**src/rtl/alu_issue_ctrl.sv**
```systemverilog
// Issue/writeback sequencer wrapped around a combinational 8-bit ALU.
// Owns the register file and carry/zero flags; one instruction every 3 cycles.
module alu_issue_ctrl #(
  parameter int          REG_AW    = 2,
  parameter logic [7:0]  RESET_VAL = 8'h00
) (
  input  logic              clk,
  input  logic              rst,
  input  logic              instValid,
  output logic              instReady,
  input  logic [1:0]        instOp,
  input  logic [REG_AW-1:0] instDst,
  input  logic [REG_AW-1:0] instSrcA,
  input  logic [REG_AW-1:0] instSrcB,
  input  logic              instUseImm,
  input  logic [7:0]        instImm,
  output logic [7:0]        aluA,
  output logic [7:0]        aluB,
  output logic [1:0]        aluSel,
  input  logic [7:0]        aluResult,
  input  logic              aluCout,
  input  logic              aluZero,
  output logic              doneValid,
  output logic [7:0]        doneData,
  output logic              carryFlag,
  output logic              zeroFlagReg,
  input  logic [REG_AW-1:0] rdAddr,
  output logic [7:0]        rdData
);

  // state | meaning
  // IDLE  | ready for an instruction; operands captured on handshake
  // EXEC  | ALU settles on registered operands; result/flags captured
  // WB    | captured result written to reg file, flags, doneData
  typedef enum logic [1:0] {
    IDLE = 2'd0,
    EXEC = 2'd1,
    WB   = 2'd2
  } state_t;

  localparam int NUM_REGS = 2 ** REG_AW;

  state_t              state_q, state_d;
  logic [7:0]          regs_q [NUM_REGS];
  logic [7:0]          alu_a_q, alu_a_d;
  logic [7:0]          alu_b_q, alu_b_d;
  logic [1:0]          alu_sel_q, alu_sel_d;
  logic [REG_AW-1:0]   dst_q, dst_d;
  logic [7:0]          res_q, res_d;
  logic                cout_q, cout_d;
  logic                zero_q, zero_d;
  logic                done_valid_q, done_valid_d;
  logic [7:0]          done_data_q, done_data_d;
  logic                carry_q, carry_d;
  logic                zero_flag_q, zero_flag_d;
  logic                wr_en;
  logic                accept;

  assign accept = instValid && (state_q == IDLE);

  always_comb begin
    state_d      = state_q;
    alu_a_d      = alu_a_q;
    alu_b_d      = alu_b_q;
    alu_sel_d    = alu_sel_q;
    dst_d        = dst_q;
    res_d        = res_q;
    cout_d       = cout_q;
    zero_d       = zero_q;
    done_valid_d = 1'b0;
    done_data_d  = done_data_q;
    carry_d      = carry_q;
    zero_flag_d  = zero_flag_q;
    wr_en        = 1'b0;
    case (state_q)
      IDLE: begin
        if (accept) begin
          alu_a_d   = regs_q[instSrcA];
          alu_b_d   = instUseImm ? instImm : regs_q[instSrcB];
          alu_sel_d = instOp;
          dst_d     = instDst;
          state_d   = EXEC;
        end
      end
      EXEC: begin
        // Taken exactly as the ALU presents them, whatever the op.
        res_d   = aluResult;
        cout_d  = aluCout;
        zero_d  = aluZero;
        state_d = WB;
      end
      WB: begin
        wr_en        = 1'b1;
        done_data_d  = res_q;
        carry_d      = cout_q;
        zero_flag_d  = zero_q;
        done_valid_d = 1'b1;
        state_d      = IDLE;
      end
      default: state_d = IDLE;
    endcase
  end

  always_ff @(posedge clk or posedge rst) begin
    if (rst) begin
      state_q      <= IDLE;
      alu_a_q      <= 8'h00;
      alu_b_q      <= 8'h00;
      alu_sel_q    <= 2'b00;
      dst_q        <= '0;
      res_q        <= 8'h00;
      cout_q       <= 1'b0;
      zero_q       <= 1'b0;
      done_valid_q <= 1'b0;
      done_data_q  <= 8'h00;
      carry_q      <= 1'b0;
      zero_flag_q  <= 1'b0;
    end else begin
      state_q      <= state_d;
      alu_a_q      <= alu_a_d;
      alu_b_q      <= alu_b_d;
      alu_sel_q    <= alu_sel_d;
      dst_q        <= dst_d;
      res_q        <= res_d;
      cout_q       <= cout_d;
      zero_q       <= zero_d;
      done_valid_q <= done_valid_d;
      done_data_q  <= done_data_d;
      carry_q      <= carry_d;
      zero_flag_q  <= zero_flag_d;
    end
  end

  // Operands are read in IDLE, so a write in WB is visible to the next issue without bypass.
  always_ff @(posedge clk or posedge rst) begin
    if (rst) begin
      for (int i = 0; i < NUM_REGS; i++) begin
        regs_q[i] <= RESET_VAL;
      end
    end else if (wr_en) begin
      regs_q[dst_q] <= res_q;
    end
  end

  assign instReady   = (state_q == IDLE);
  assign aluA        = alu_a_q;
  assign aluB        = alu_b_q;
  assign aluSel      = alu_sel_q;
  assign doneValid   = done_valid_q;
  assign doneData    = done_data_q;
  assign carryFlag   = carry_q;
  assign zeroFlagReg = zero_flag_q;
  assign rdData      = regs_q[rdAddr];

endmodule
```
**config.mk**
```make
export PLATFORM = sky130hd
export DESIGN_NAME = alu_issue_ctrl
export DESIGN_NICKNAME = d
export VERILOG_FILES = /design/src/rtl/alu_issue_ctrl.sv
export SDC_FILE = /design/constraint.sdc
export NUM_CORES = 1
export LEC_CHECK = 0
export ABC_AREA = 1
export BUFFER_PORTS_ARGS = -buffer_cell sky130_fd_sc_hd__buf_2
export CAP_MARGIN = 20
export CORE_MARGIN = 1
export CORE_UTILIZATION = 56
export DETAILED_ROUTE_END_ITERATION = 6
export PLACE_DENSITY_LB_ADDON = 0.15
export SLEW_MARGIN = 40
export SYNTH_ARGS = -nofsm -noshare
export SYNTH_HDL_FRONTEND = slang
export SYNTH_SLANG_ARGS = --single-unit
```
**constraint.sdc**
```tcl
create_clock -name clk -period 2.95 [get_ports clk]
set_clock_uncertainty 0.15 [all_clocks]
set_input_delay 0.4425 -clock clk [delete_from_list [all_inputs] [get_ports clk]]
set_output_delay 0.4425 -clock clk [all_outputs]
set_load 0.005 [all_outputs]
```
## Word-level counts from Yosys, hierarchy flattened

Index checks and enable logic that the tools add are counted.

- Bits in registers: 75
- Input port bits: 32

- Magnitude comparators: 5
- Eq/ne operators: 3
- Multiplexer cells: 16
- Bitwise gates (word level): 4
- Reduce and logical (&&, ||, !) cells: 4

Operator list:

| kind | count |
|---|---|
| 8-bit 2-to-1 mux | 8 |
| 8-bit binary-select mux with 2-bit select | 3 |
| 32-bit bitwise mux | 1 |
| 8-bit demux with 2-bit select | 1 |
| 3-bit greater-or-equal comparator (second input constant) | 4 |
| 2-bit inverter with 3-bit output | 4 |
| 2-bit one-hot mux with 2 select lines | 1 |
| 3-bit by 1-bit less-than comparator with 1-bit output (second input constant) | 1 |
| 2-bit by 1-bit == test with 1-bit output (second input constant) | 1 |
| 2-bit == test (second input constant) | 1 |
| 1-bit logical AND | 2 |
| 2-bit logical NOT | 1 |
| 2-bit 2-to-1 mux | 1 |
| 2-bit by 1-bit != test with 1-bit output (second input constant) | 1 |
| 2-bit AND reduction | 1 |
| 1-bit 2-to-1 mux | 1 |

## Logic depth before layout (Yosys ltp)

Gate-level depths: netlist of the first run.

- Word-level depth: 6
- Depth in mapped cells: 9

## Worst setup path after synthesis of the first run

No wires, ideal clock.

- Kind: input to output
- Start point: input rdAddr[0]
- End point: output rdData[0]
- Arrival: 0.948 ns
- Required time: 2.358 ns
- Setup slack: 1.409 ns
- Cell stages on the path: 4
- Cell sequence: inv_1 -> buf_2 -> nor2_1 -> o22ai_1

- Word-level cells in the longest chain between the ends: 4

RTL lines:

| item | line | text |
|---|---|---|
| start, declared | 27 | `input logic [REG_AW-1:0] rdAddr,` |
| 2-bit inverter with 3-bit output (implied by the code) | 153 | `assign rdData = regs_q[rdAddr];` |
| 8-bit binary-select mux with 2-bit select | 153 |  |
| 8-bit 2-to-1 mux (implied by the code) (2 in series) | 153 |  |
| end, declared | 28 | `output logic [7:0] rdData` |

No other way between the ends. The select of a mux whose other input is x is not followed.

## Final worst setup path of the first run

- Start point: input rdAddr[0]
- End point: output rdData[5]

Same word-level chain as after synthesis.

==> results of run 1 <==
-- layout make-up --
type / count / area [µm²]
Clock inverter: 4 / 51.3
Inverter: 29 / 109
Timing Repair Buffer: 72 / 383
Tap cell: 77 / 96.3
Sequential cell: 75 / 1880
Multi-Input combinational cell: 357 / 1620
Fill cell: 580 / 2140
Clock buffer: 11 / 141
-- synthesized netlist by cell type, drive strengths merged --
library cell / number
nor2: 77
nand3: 18
dfrtp: 75
nand2: 179
clkbuf: 1
buf: 21
inv: 29
a21oi: 8
mux2: 2
o22ai: 8
o21ai: 65
-- metal layers --
| metal | up-vias | wire [µm] | GRT usage |
|---|---|---|---|
| met5 | - | 0 | 0 |
| met1 | 1466 | 3870 | 0.350 |
| met2 | 100 | 3630 | 0.389 |
| met3 | 13 | 440 | 0.0584 |
| li1 | 1649 | - | - |
| met4 | 0 | 133 | 0.0878 |
-- state kept, by name, indices dropped and copies added, names as in the netlist --
signal	count
aluA	8
aluB	8
aluSel	2
carryFlag	1
cout_q	1
doneData	8
doneValid	1
dst_q	2
regs_q	32
res_q	8
state_q	2
zeroFlagReg	1
zero_q	1
-- through the flow --
stage | setup WS (ns) | utilization | cell area [µm²]
2_1_floorplan | 0.448 | - | 3770
3_3_place_gp | 0.957 | 0.635 | 4080
3_5_place_dp | 0.909 | 0.635 | 4080
4_1_cts | 0.907 | 0.666 | 4280
5_1_grt | 0.736 | 0.666 | 4280
6_report | 0.868 | 0.666 | 4280
-- worst paths after layout --
kind                                          endpoint  slack, ns  depth (start not counted)
worst min register to register     aluB[0]$_DFFE_PP0P_       0.32                          2
worst max-delay path                         rdData[5]       0.87                          5
worst max register to register   regs_q[1]$_DFFE_PP0P_       1.29                          4
min in group asynchronous        regs_q[9]$_DFFE_PP0P_       0.49                          3
max in group asynchronous       state_q[1]$_DFFE_PP0P_       1.53                          4
worst min-delay path             aluSel[1]$_DFFE_PP0P_       0.13                          3
-- worst max-delay path: stages --
cell                      delay (ns)
sky130_fd_sc_hd__buf_2          0.18
sky130_fd_sc_hd__inv_1          0.35
sky130_fd_sc_hd__o21ai_0        0.14
sky130_fd_sc_hd__o22ai_1        0.21
sky130_fd_sc_hd__buf_2          0.16
-- report_power, final --
part           internal, mW  switching (mW)  total (mW)
logic                 0.485           0.619        1.10
registers              1.42           0.355        1.77
clock network         0.409           0.372       0.781
-- cells by family after synthesis --
kind of cell / Yosys count
multiplexers: 2
flip-flops: 75
AO/OA/AOI/OAI: 81
AND/OR/NAND/NOR: 274
buffers and inverters: 51
==> results.md, run 1 <==
- TritonCTS created 9 clock buffers.
- The worst setup path is of the in -> out kind.
- The final cycle utilization of the critical path is 0.706.
- The die covers 7070 µm².
- The final-layout worst hold slack is 0.131 ns.
- The first detailed-routing pass ran for 6 iterations.
- The pin slew with the least headroom to its limit is 0.458 ns.
- The launching element of the worst setup path is rdAddr[0].
- The initial antenna violation count is 0.
- After detailed routing, the total wire length is 8060 µm.
- The synthesized-area fraction occupied by adder cells is 0.
- The placed cell count is 609.
- Clock-pin slew was measured on the worst setup and hold paths at 0.08 ns.
- The clock tree from TritonCTS is yes.
- After legalization and detailed placement, the total HPWL measured 5620 µm.
- The number of gates resized after CTS was 0.
- The startpoint identified for the worst register-to-register timing path is state_q[0]$_DFFE_PP0P_.
- Routability-driven placement finished with a final weighted congestion of 0.900.
- The area growth from synthesis to layout is 13.4%.
- The count of yosys warnings during synthesis is 0.
- The number of global-route vias before repair was 3002.
- Leaving out fill and tap cells, the most frequent cell in the layout is sky130_fd_sc_hd__nand2_1.
- The via count of the routed design is 3228.
- The share of synthesized area in the top cell type comes to 0.497.
- Subtracting the final worst setup slack from the clock period gives 2.08 ns.
- The number of I/O port buffers is 69.
- CTS built an H-tree with a depth of 3.
- The core footprint is 6420 µm².
- The initial core utilization is 0.588.
- The arrival time of data at the critical path endpoint is 1.49 ns.
- Of the cells placed in the final design, the portion with a size suffix greater than 1 is 0.210.
- The clock tree buffer depth is 2.
- For this run, the top clock speed supported by timing is 480 MHz.
- Across the VDD grid, the largest voltage drop is 0.528 mV.
- The number of setup violations in the final report is 0.
- The biggest area consumer among synthesized cells is sky130_fd_sc_hd__dfrtp_1.
- The area fraction in compound gates after synthesis is 0.126.
- For this block, the initial DRC count from the detailed router was 145.
- The number of antenna diodes in the final layout is 0.
- The launch point of the worst hold path is instOp[1].
- The path class of the tightest hold or removal check is in -> reg.
- The total global routing track utilization is 0.252.
- At the later pin of the worst-skew pair, clock insertion delay measures 0.35 ns.
- The final count of pins violating max slew came to 0.
- The site row count is 29.
- Ranked by total cell area, the synthesized netlist is headed by sky130_fd_sc_hd__dfrtp_1, sky130_fd_sc_hd__nand2_1, sky130_fd_sc_hd__nor2_1.
- The cell chosen for the clock root is sky130_fd_sc_hd__clkbuf_8.
- The run finished, with violations left.
- The final cell count without fillers is 625.
- The library cells used most frequently in the layout, excluding fill and tap cells, are sky130_fd_sc_hd__nand2_1, sky130_fd_sc_hd__dfrtp_1, sky130_fd_sc_hd__nor2_1.
- The die span in x is 84.1 µm.
- The cell count after synthesis came out at 483.
- The synthesized flop and latch total is 75.
- Of the post-synthesis cell area, the part taken by muxes is 0.00796.
- The die is 84.1 µm tall.
- The dominant combinational cell family by area after synthesis is simple AND/OR/NAND/NOR gates.
- After clock tree synthesis, the flow added hold-fix buffers numbering 1.
- The worst setup path is captured at a primary output.
- The portion of the post-synthesis area used by sequential elements is 0.497.
- The net total in the final layout is 576.
- Yosys mapped the design onto 23 distinct sky130hd cell types.
- The final reports fail on design-rule violations.
- The overall power is 3.66 mW.
- Counting every sink on the clock net gives 75.
- Entering global routing, the biggest net connects 57 pins.
- After detailed routing, the number of vias per cell comes to 5.16.
- The max-cap check violation count is 0.
- 70 I/O pins were placed.
- The post-synthesis cell area is 3770 µm².
- The average footprint of a synthesized cell is 7.81 µm².
- The DRC violation count after routing is 10.
- The post-synthesis net count is 515.
- The routed wirelength normalized by instance count is 12.9 µm.
- Once detail routing completed, the nets flagged for antenna violations numbered 0.
- Setup repair after global routing left no endpoint under its margin.
- Of the total synthesized cell area, the portion taken by AND, OR, NAND and NOR gates is 0.295.
- The total global routing overflow is 0.
- Of the total synthesized cell area, the portion taken by XOR and XNOR cells is 0.
- Post-CTS timing repair inserted 0 buffers for setup.
- The worst max-slew margin expressed relative to the limit is 0.694.
- The number of hold violations in the final report came to 0.
- At the worst endpoint, the required time is 2.36 ns.
- In this run the static leakage power is 2.24 nW.
- The wire length of the first global-routing pass is 14100 µm.
- Setup total negative slack on the finished layout was measured at 0 ns.
- Power spread over the standard cell area amounts to 856 nW/µm².
- The highest net fanout along the worst path is 17.
- The worst setup path is launched from a primary input.
Power figures use the tool's default switching activity.
==> inputs of run 2 (changes only) <==
Settings changed: CORE_UTILIZATION 56 to 50.
Clock period 2.95 ns to 1.7 ns, I/O delays scaled along.
==> run 2 against run 1 <==
Net effect: the flow now finishes without violations; total power up 77%; die area rose by 12%; sequential share of layout area decreased by 2.5 points; clock-buffer cell count shrank 2; utilization is 4.4 points lower; worst hold slack got worse by 0.048 ns; combinational power grew 85%; register-to-register slack got worse by 1.0 ns; sequential power is 75% higher; critical path depth decreased by 2; final cell count up 7.4%; critical endpoint is now rdData[6]; largest power group unchanged; highest routed layer unchanged.
==> results.md, run 2 (same netlist as run 1, synthesis figures left out) <==
- The flop-to-flop setup slack came to 0.27 ns (-1.02 ns).
- The worst max-slew margin expressed relative to the limit came to 0.691 (-0.00269).
- The number of flip-flops under the largest register name is 32 (unchanged).
- The global placer's final weighted congestion was 0.938 (+4.2%).
- The number of setup violations in the final report was 0 (unchanged).
- The switching power as a share of total power is 0.374 (+0.00615).
- The top register by number of flip-flops is regs_q.
- In the finished design, the share of the clock period the worst path needs comes to 0.962.
- The pin slew with the least headroom to its limit came to 0.462 ns (+0.00403 ns).
- The number of buffers added by the clock tree synthesis step is 9 (unchanged).
- The number of global-route vias before repair came to 2927 (-2.5%).
- The maximum resistive drop on vdd is 0.734 mV (+39%).
- Leaving out fill and tap cells, the most frequent cell in the layout is sky130_fd_sc_hd__nand2_1.
- The site row count is 31 (+6.9%).
- The worst register-to-register path ends at regs_q[2]$_DFFE_PP0P_.
- The total global routing track utilization came to 0.239 (-0.0129).
- The flow ran to the end, and the final reports show no timing, DRC or antenna violations.
- The switching power was 2.43 mW (+80%).
- The arrival time of data at the critical path endpoint is 1.23 ns (-0.26 ns).
- The core footprint is 7290 µm² (+14%).
- The initial antenna violation count came to 0 (unchanged).
- The via count of the routed design was 3364 (+4.2%).
- Clock tree synthesis selected as its root buffer the cell sky130_fd_sc_hd__clkbuf_8.
- The maximum number of pins on one net before global-route repair is 76 (+33%).
- The final count of pins violating max slew was 0 (unchanged).
- The die span in x is 88.9 µm (+5.7%).
- The net total in the final layout came to 600 (+4.2%).
- STA classifies the critical path startpoint as a flip-flop.
- The static leakage is 2.36 nW (+5.0%).
- In the layout the commonest cells are sky130_fd_sc_hd__nand2_1, sky130_fd_sc_hd__nor2_1, sky130_fd_sc_hd__dfrtp_1.
- The number of hold violations in the final report is 0 (unchanged).
- The design internal power is 4.07 mW (+76%).
- The clock tree from TritonCTS is yes.
- The clock sink count came to 75 (unchanged).
- The highest net fanout along the worst path is 3 (-14).
- The power density over cell area came to 1430 nW/µm² (+67%).
- The number of H-tree branching levels is 3 (unchanged).
- The clock tree buffer depth was 2 (unchanged).
- The DRC violation count after routing is 0 (-10).
- The final critical delay including setup and external delays is 1.64 ns.
- The worst reg-to-reg path cell count came to 4 (unchanged).
- Setup repair after global routing left no endpoint under its margin.
- The register clock-pin slew on the reported worst setup and hold paths is 0.08 ns (about the same).
- The launching element of the worst setup path is regs_q[14]$_DFFE_PP0P_.
- Compared with the post-synthesis result, the final layout area differs by 20.3%.
- The number of I/O port buffers came to 69 (unchanged).
- The sequential power share was 0.475 (-0.010).
- The routed wirelength normalized by instance count is 12.7 µm (-1.7%).
- The wire length of the first global-routing pass is 14300 µm (+1.4%).
- The total of fill cells in the finished design is 698 (+20%).
- The max-cap check violation count came to 0 (unchanged).
- The clock latency on the worst-skew pair is 0.34 ns (about the same).
- In this run the critical register-to-register path is launched from state_q[0]$_DFFE_PP0P_.
- The data required time of the worst path is 1.29 ns (-1.07 ns).
- The highest clock frequency the design can meet is 611 MHz.
- The vertical die dimension is 88.9 µm (+5.7%).
- The type of the worst min-delay path is in -> reg.
- The floorplan die area is 7900 µm² (+12%).
- The remaining number of nets flagged by the antenna check after routing is 0 (unchanged).
- The setup TNS is 0 ns (unchanged).
- The total global routing overflow is 0 (unchanged).
- The first-pass iteration count of the detailed router was 5 (-1).
- The I/O pin count is 70 (unchanged).
- The share of post-route cells with drive strength above 1 is 0.227 (+0.0174).
- The portion of total power attributed to combinational logic was 0.313 (+0.011).
- The clock network fraction of total power is 0.212 (about the same).
- The post-detailed-placement half-perimeter wirelength is 5850 µm (+4.1%).
- The post-detailed-routing wire length came to 8510 µm (+5.6%).
- The number of diodes was 0 (unchanged).
- The final core area utilization is 0.623 (-0.0436).
- The via count normalized by instance count is 5.01 (-2.9%).
- The initial detailed-routing violation count is 271 (+87%).
- The initial core utilization is 0.518 (-0.0701).
- The worst setup path is captured at a primary output.
- In this run the worst setup path terminates at rdData[6].
- The critical path class is reg -> out.
-- run 2: changes by cell type in the layout (fill, tap and decap cells not counted), moves of 2 or more --
cell                            change
sky130_fd_sc_hd__dlygate4sd3_1     +14
sky130_fd_sc_hd__buf_4             +10
sky130_fd_sc_hd__o21ai_0            -6
sky130_fd_sc_hd__o21ai_1            +5
sky130_fd_sc_hd__o22ai_1            -2
sky130_fd_sc_hd__o22ai_2            +2
-- run 2: critical path, stage by stage, from the launching register on --
cell                      delay, ns
sky130_fd_sc_hd__dfrtp_1       0.39
sky130_fd_sc_hd__o21ai_0       0.10
sky130_fd_sc_hd__o22ai_1       0.23
sky130_fd_sc_hd__buf_2         0.16
-- run 2: how the worst min path moves through the flow --
stage | from | endpoint | slack, ns | cells after the start
after global placement | rst | doneValid$_DFF_PP0_ | 0.24 | 3
after CTS | instImm[7] | aluB[7]$_DFFE_PP0P_ | 0.07 | 5
after floorplan | instOp[0] | aluSel[0]$_DFFE_PP0P_ | 0.21 | 2
final | instImm[7] | aluB[7]$_DFFE_PP0P_ | 0.08 | 5
after detailed placement | rst | doneValid$_DFF_PP0_ | 0.25 | 3
after global routing | instImm[0] | aluB[0]$_DFFE_PP0P_ | 0.11 | 5
-- run 2: layout make-up --
cell class                      count  area, µm²  share of cell area
Timing Repair Buffer               96        598               0.132
Clock buffer                        9        124              0.0273
Inverter                           29        113              0.0248
Sequential cell                    75       1880               0.414
Tap cell                           99        124              0.0273
Multi-Input combinational cell    357       1640               0.361
Clock inverter                      6       66.3              0.0146
-- run 2: repair_timing --
action | 4_1_cts | 5_1_grt
setup buffers | 0 | 3
hold buffers | 15 | 0
resized for setup | 0 | 10
endpoints found under the setup margin | 0 | 6
hold endpoints to repair | 89 | 0
-- run 2: routing by layer --
layer  routed length, µm  track usage  up-vias  part of all wire
met2                3760        0.365      119              0.44
met3                 405       0.0326       15             0.048
li1                    -            -     1700                 -
met5                   0            0        -                 0
met1                4200        0.344     1530              0.49
met4                 151       0.0968        0             0.018
-- run 2: stage by stage --
| step | setup slack (ns) | area (µm²) | hold slack (ns) | instances | power, mW |
|---|---|---|---|---|---|
| final | 0.0642 | 4540 | 0.0831 | 671 | 6.50 |
| after global routing | 0.0186 | 4540 | 0.110 | 671 | 7.02 |
| after CTS | 0.0457 | 4500 | 0.0729 | 668 | 6.44 |
| after detailed placement | 0.187 | 4160 | 0.248 | 638 | 5.04 |
| after global placement | 0.223 | 4160 | 0.243 | 638 | 4.98 |
| after floorplan | 0.352 | 3780 | 0.215 | 483 | 4.30 |
-- run 2: power groups by stage --
stage / clock network, mW / logic, mW / registers, mW
finish: 1.37 / 2.04 / 3.09
global route: 1.47 / 2.38 / 3.17
CTS: 1.39 / 1.98 / 3.06
detailed placement: 0 / 1.95 / 3.09
global placement: 0 / 1.89 / 3.09
floorplan: 0 / 1.36 / 2.94
==> inputs of run 3 (changes only) <==
Settings changed: CELL_PAD_IN_SITES_DETAIL_PLACEMENT set to 1, CELL_PAD_IN_SITES_GLOBAL_PLACEMENT set to 2, CORE_ASPECT_RATIO set to 1.2, CORE_UTILIZATION 50 to 29.
==> run 3 against run 2 <==
Net effect: critical path depth stayed put; maximum frequency rose by 0.28%; total power increased by 9.8%; die area grew 71%; non-clock buffer count rose by 1; utilization fell by 25 points; worst hold slack improved by 0.024 ns; combinational power hardly changed; final cell count is 10% higher; sequential power hardly changed; clock-buffer cell count increased by 4; largest power group unchanged.
==> results.md, run 3 (same netlist as run 1, synthesis figures left out) <==
- The data required time of the worst path came to 1.29 ns (about the same).
- The pin slew with the least headroom to its limit is 0.509 ns (+0.0460 ns).
- The final critical delay including setup and external delays was 1.63 ns (-0.00450 ns).
- The vertical die dimension is 127 µm (+43%).
- The flow ran to the end, and the final reports show no timing, DRC or antenna violations.
- The critical path launch point type is a flip-flop.
- The post-detailed-routing wire length is 10600 µm (+24%).
- The total buffers and inverters traversed by the critical path is 1 (unchanged).
- The net total in the final layout was 601 (+0.17%).
- The critical path endpoint category is a primary output.
- The first-pass iteration count of the detailed router is 4 (-1).
- Leaving out fill and tap cells, the most frequent cell in the layout is sky130_fd_sc_hd__nand2_1.
- The tree is rooted in a sky130_fd_sc_hd__clkbuf_16.
- The number of H-tree branching levels was 3 (unchanged).
- The DRC violation count after routing is 0 (unchanged).
- The clock tree buffer depth is 2 (unchanged).
- Traced cell by cell, the critical path runs through o21ai_0 -> o22ai_1 -> buf_2.
- The register clock-pin slew on the reported worst setup and hold paths is 0.06 ns (-0.02 ns).
- The global placer's final weighted congestion came to 0.764 (-19%).
- The flop-to-flop setup slack is 0.23 ns (-0.04 ns).
- The initial core utilization is 0.298 (-0.220).
- TritonCTS built the clock tree.
- The total global routing track utilization was 0.171 (-0.0676).
- The power density over cell area is 1510 nW/µm² (+5.4%).
- Compared with the post-synthesis result, the final layout area differs by 25.3%.
- The number of diodes was 0 (unchanged).
- The via count of the routed design came to 3315 (-1.5%).
- The clock sink count came to 75 (unchanged).
- The worst max-slew margin expressed relative to the limit is 0.661 (-0.0307).
- The via count normalized by instance count is 4.49 (-10%).
- The top cell types in the final layout, fill and taps aside, are sky130_fd_sc_hd__nand2_1, sky130_fd_sc_hd__dfrtp_1, sky130_fd_sc_hd__nor2_1.
- The static leakage was 2.40 nW (+2.0%).
- The initial antenna violation count came to 0 (unchanged).
- The final cycle utilization of the critical path is 0.960 (-0.00265).
- The maximum number of pins on one net before global-route repair is 76 (unchanged).
- The routed wirelength normalized by instance count is 14.3 µm (+13%).
- The share of post-route cells with drive strength above 1 is 0.220 (-0.00776).
- The number of hold violations in the final report was 0 (unchanged).
- The highest clock frequency the design can meet is 613 MHz (+0.28%).
- The max-cap check violation count is 0 (unchanged).
- The largest stage delay on the critical path is 0.43 ns (+0.04 ns).
- The final core area utilization is 0.373 (-0.249).
- The I/O pin count was 70 (unchanged).
- The number of global-route vias before repair is 3433 (+17%).
- The site row count is 45 (+45%).
- The remaining number of nets flagged by the antenna check after routing is 0 (unchanged).
- The maximum resistive drop on vdd came to 0.530 mV (-28%).
- Counting flops per register, the top entry is regs_q.
- The initial detailed-routing violation count is 173 (-36%).
- The core footprint is 12700 µm² (+74%).
- The total of fill cells in the finished design is 1573 (+130%).
- The total global routing overflow is 0 (unchanged).
- The largest individual stage delay along the critical path comes from the cell sky130_fd_sc_hd__dfrtp_1.
- The die span in x is 106 µm (+19%).
- The arrival time of data at the critical path endpoint is 1.23 ns (about the same).
- The number of flip-flops under the largest register name came to 32 (unchanged).
- The number of I/O port buffers is 69 (unchanged).
- The number of buffers added by the clock tree synthesis step is 9 (unchanged).
- Grouping stages by cell kind, the critical path spends the most delay in flip-flops.
- The number of setup violations in the final report is 0 (unchanged).
- The highest net fanout along the worst path is 4 (+1).
- The final count of pins violating max slew is 0 (unchanged).
- The wire length of the first global-routing pass came to 17900 µm (+26%).
- The critical path is of the reg -> out type.
- The setup TNS came to 0 ns (unchanged).
- The post-detailed-placement half-perimeter wirelength came to 7600 µm (+30%).
- The type of the worst min-delay path is in -> reg.
- The floorplan die area is 13500 µm² (+71%).
- Setup repair after global routing left no endpoint under its margin.
- The clock latency on the worst-skew pair came to 0.33 ns (about the same).
-- run 3: layout make-up --
| class | count | area [µm²] | share of cell area |
|---|---|---|---|
| Multi-Input combinational cell | 357 | 1620 | 0.343 |
| Tap cell | 164 | 205 | 0.0434 |
| Clock buffer | 13 | 260 | 0.0551 |
| Timing Repair Buffer | 97 | 606 | 0.128 |
| Clock inverter | 3 | 46.3 | 0.00979 |
| Sequential cell | 75 | 1880 | 0.397 |
| Inverter | 29 | 113 | 0.0238 |
-- run 3: worst paths after layout --
kind / from / end / cells after the start
hold reg to reg: aluB[3]$_DFFE_PP0P_ / aluB[3]$_DFFE_PP0P_ / 2
min in group asynchronous: rst / regs_q[8]$_DFFE_PP0P_ / 4
max in group asynchronous: rst / aluB[7]$_DFFE_PP0P_ / 4
hold / removal: instImm[3] / aluB[3]$_DFFE_PP0P_ / 5
setup / recovery: regs_q[18]$_DFFE_PP0P_ / rdData[2] / 3
setup reg to reg: state_q[0]$_DFFE_PP0P_ / doneData[4]$_DFFE_PP0P_ / 5
-- run 3: through the flow --
stage               cell area, µm²  power (mW)  worst slack (ns)  hold slack (ns)  cells
finish                        4730        7.13            0.0687            0.107    738
global route                  4730        7.73           0.00319            0.122    738
CTS                           4710        7.21           0.00611           0.0966    736
detailed placement            4260        5.16             0.198            0.256    705
global placement              4260        5.07             0.200            0.254    705
floorplan                     3780        4.30             0.352            0.215    483
-- run 3: worst min-delay path, cell delays in order --
cell and delay (ns):
sky130_fd_sc_hd__buf_2 0.07, sky130_fd_sc_hd__nor2_1 0.04, sky130_fd_sc_hd__nor2_1 0.09, sky130_fd_sc_hd__nand2_1 0.06, sky130_fd_sc_hd__nand2_1 0.04
-- run 3: what timing repair did --
item                                    4_1_cts  5_1_grt
hold buffers                                 15        0
buffers inserted                              0        2
endpoints found under the setup margin        0        5
hold endpoints to repair                     89        0
resized for setup                             0        5
-- run 3: per-layer routing --
layer  track usage  share of wire  vias up
met4        0.0686          0.017        0
li1              -              -     1703
met3        0.0308          0.031       17
met5             0              0        -
met1         0.222           0.47     1538
met2         0.282           0.48       57
-- run 3: power by group --
part	total [mW]	switching [mW]	internal [mW]
Sequential	3.12	0.649	2.47
Clock	1.96	0.743	1.22
Combinational	2.05	1.14	0.912
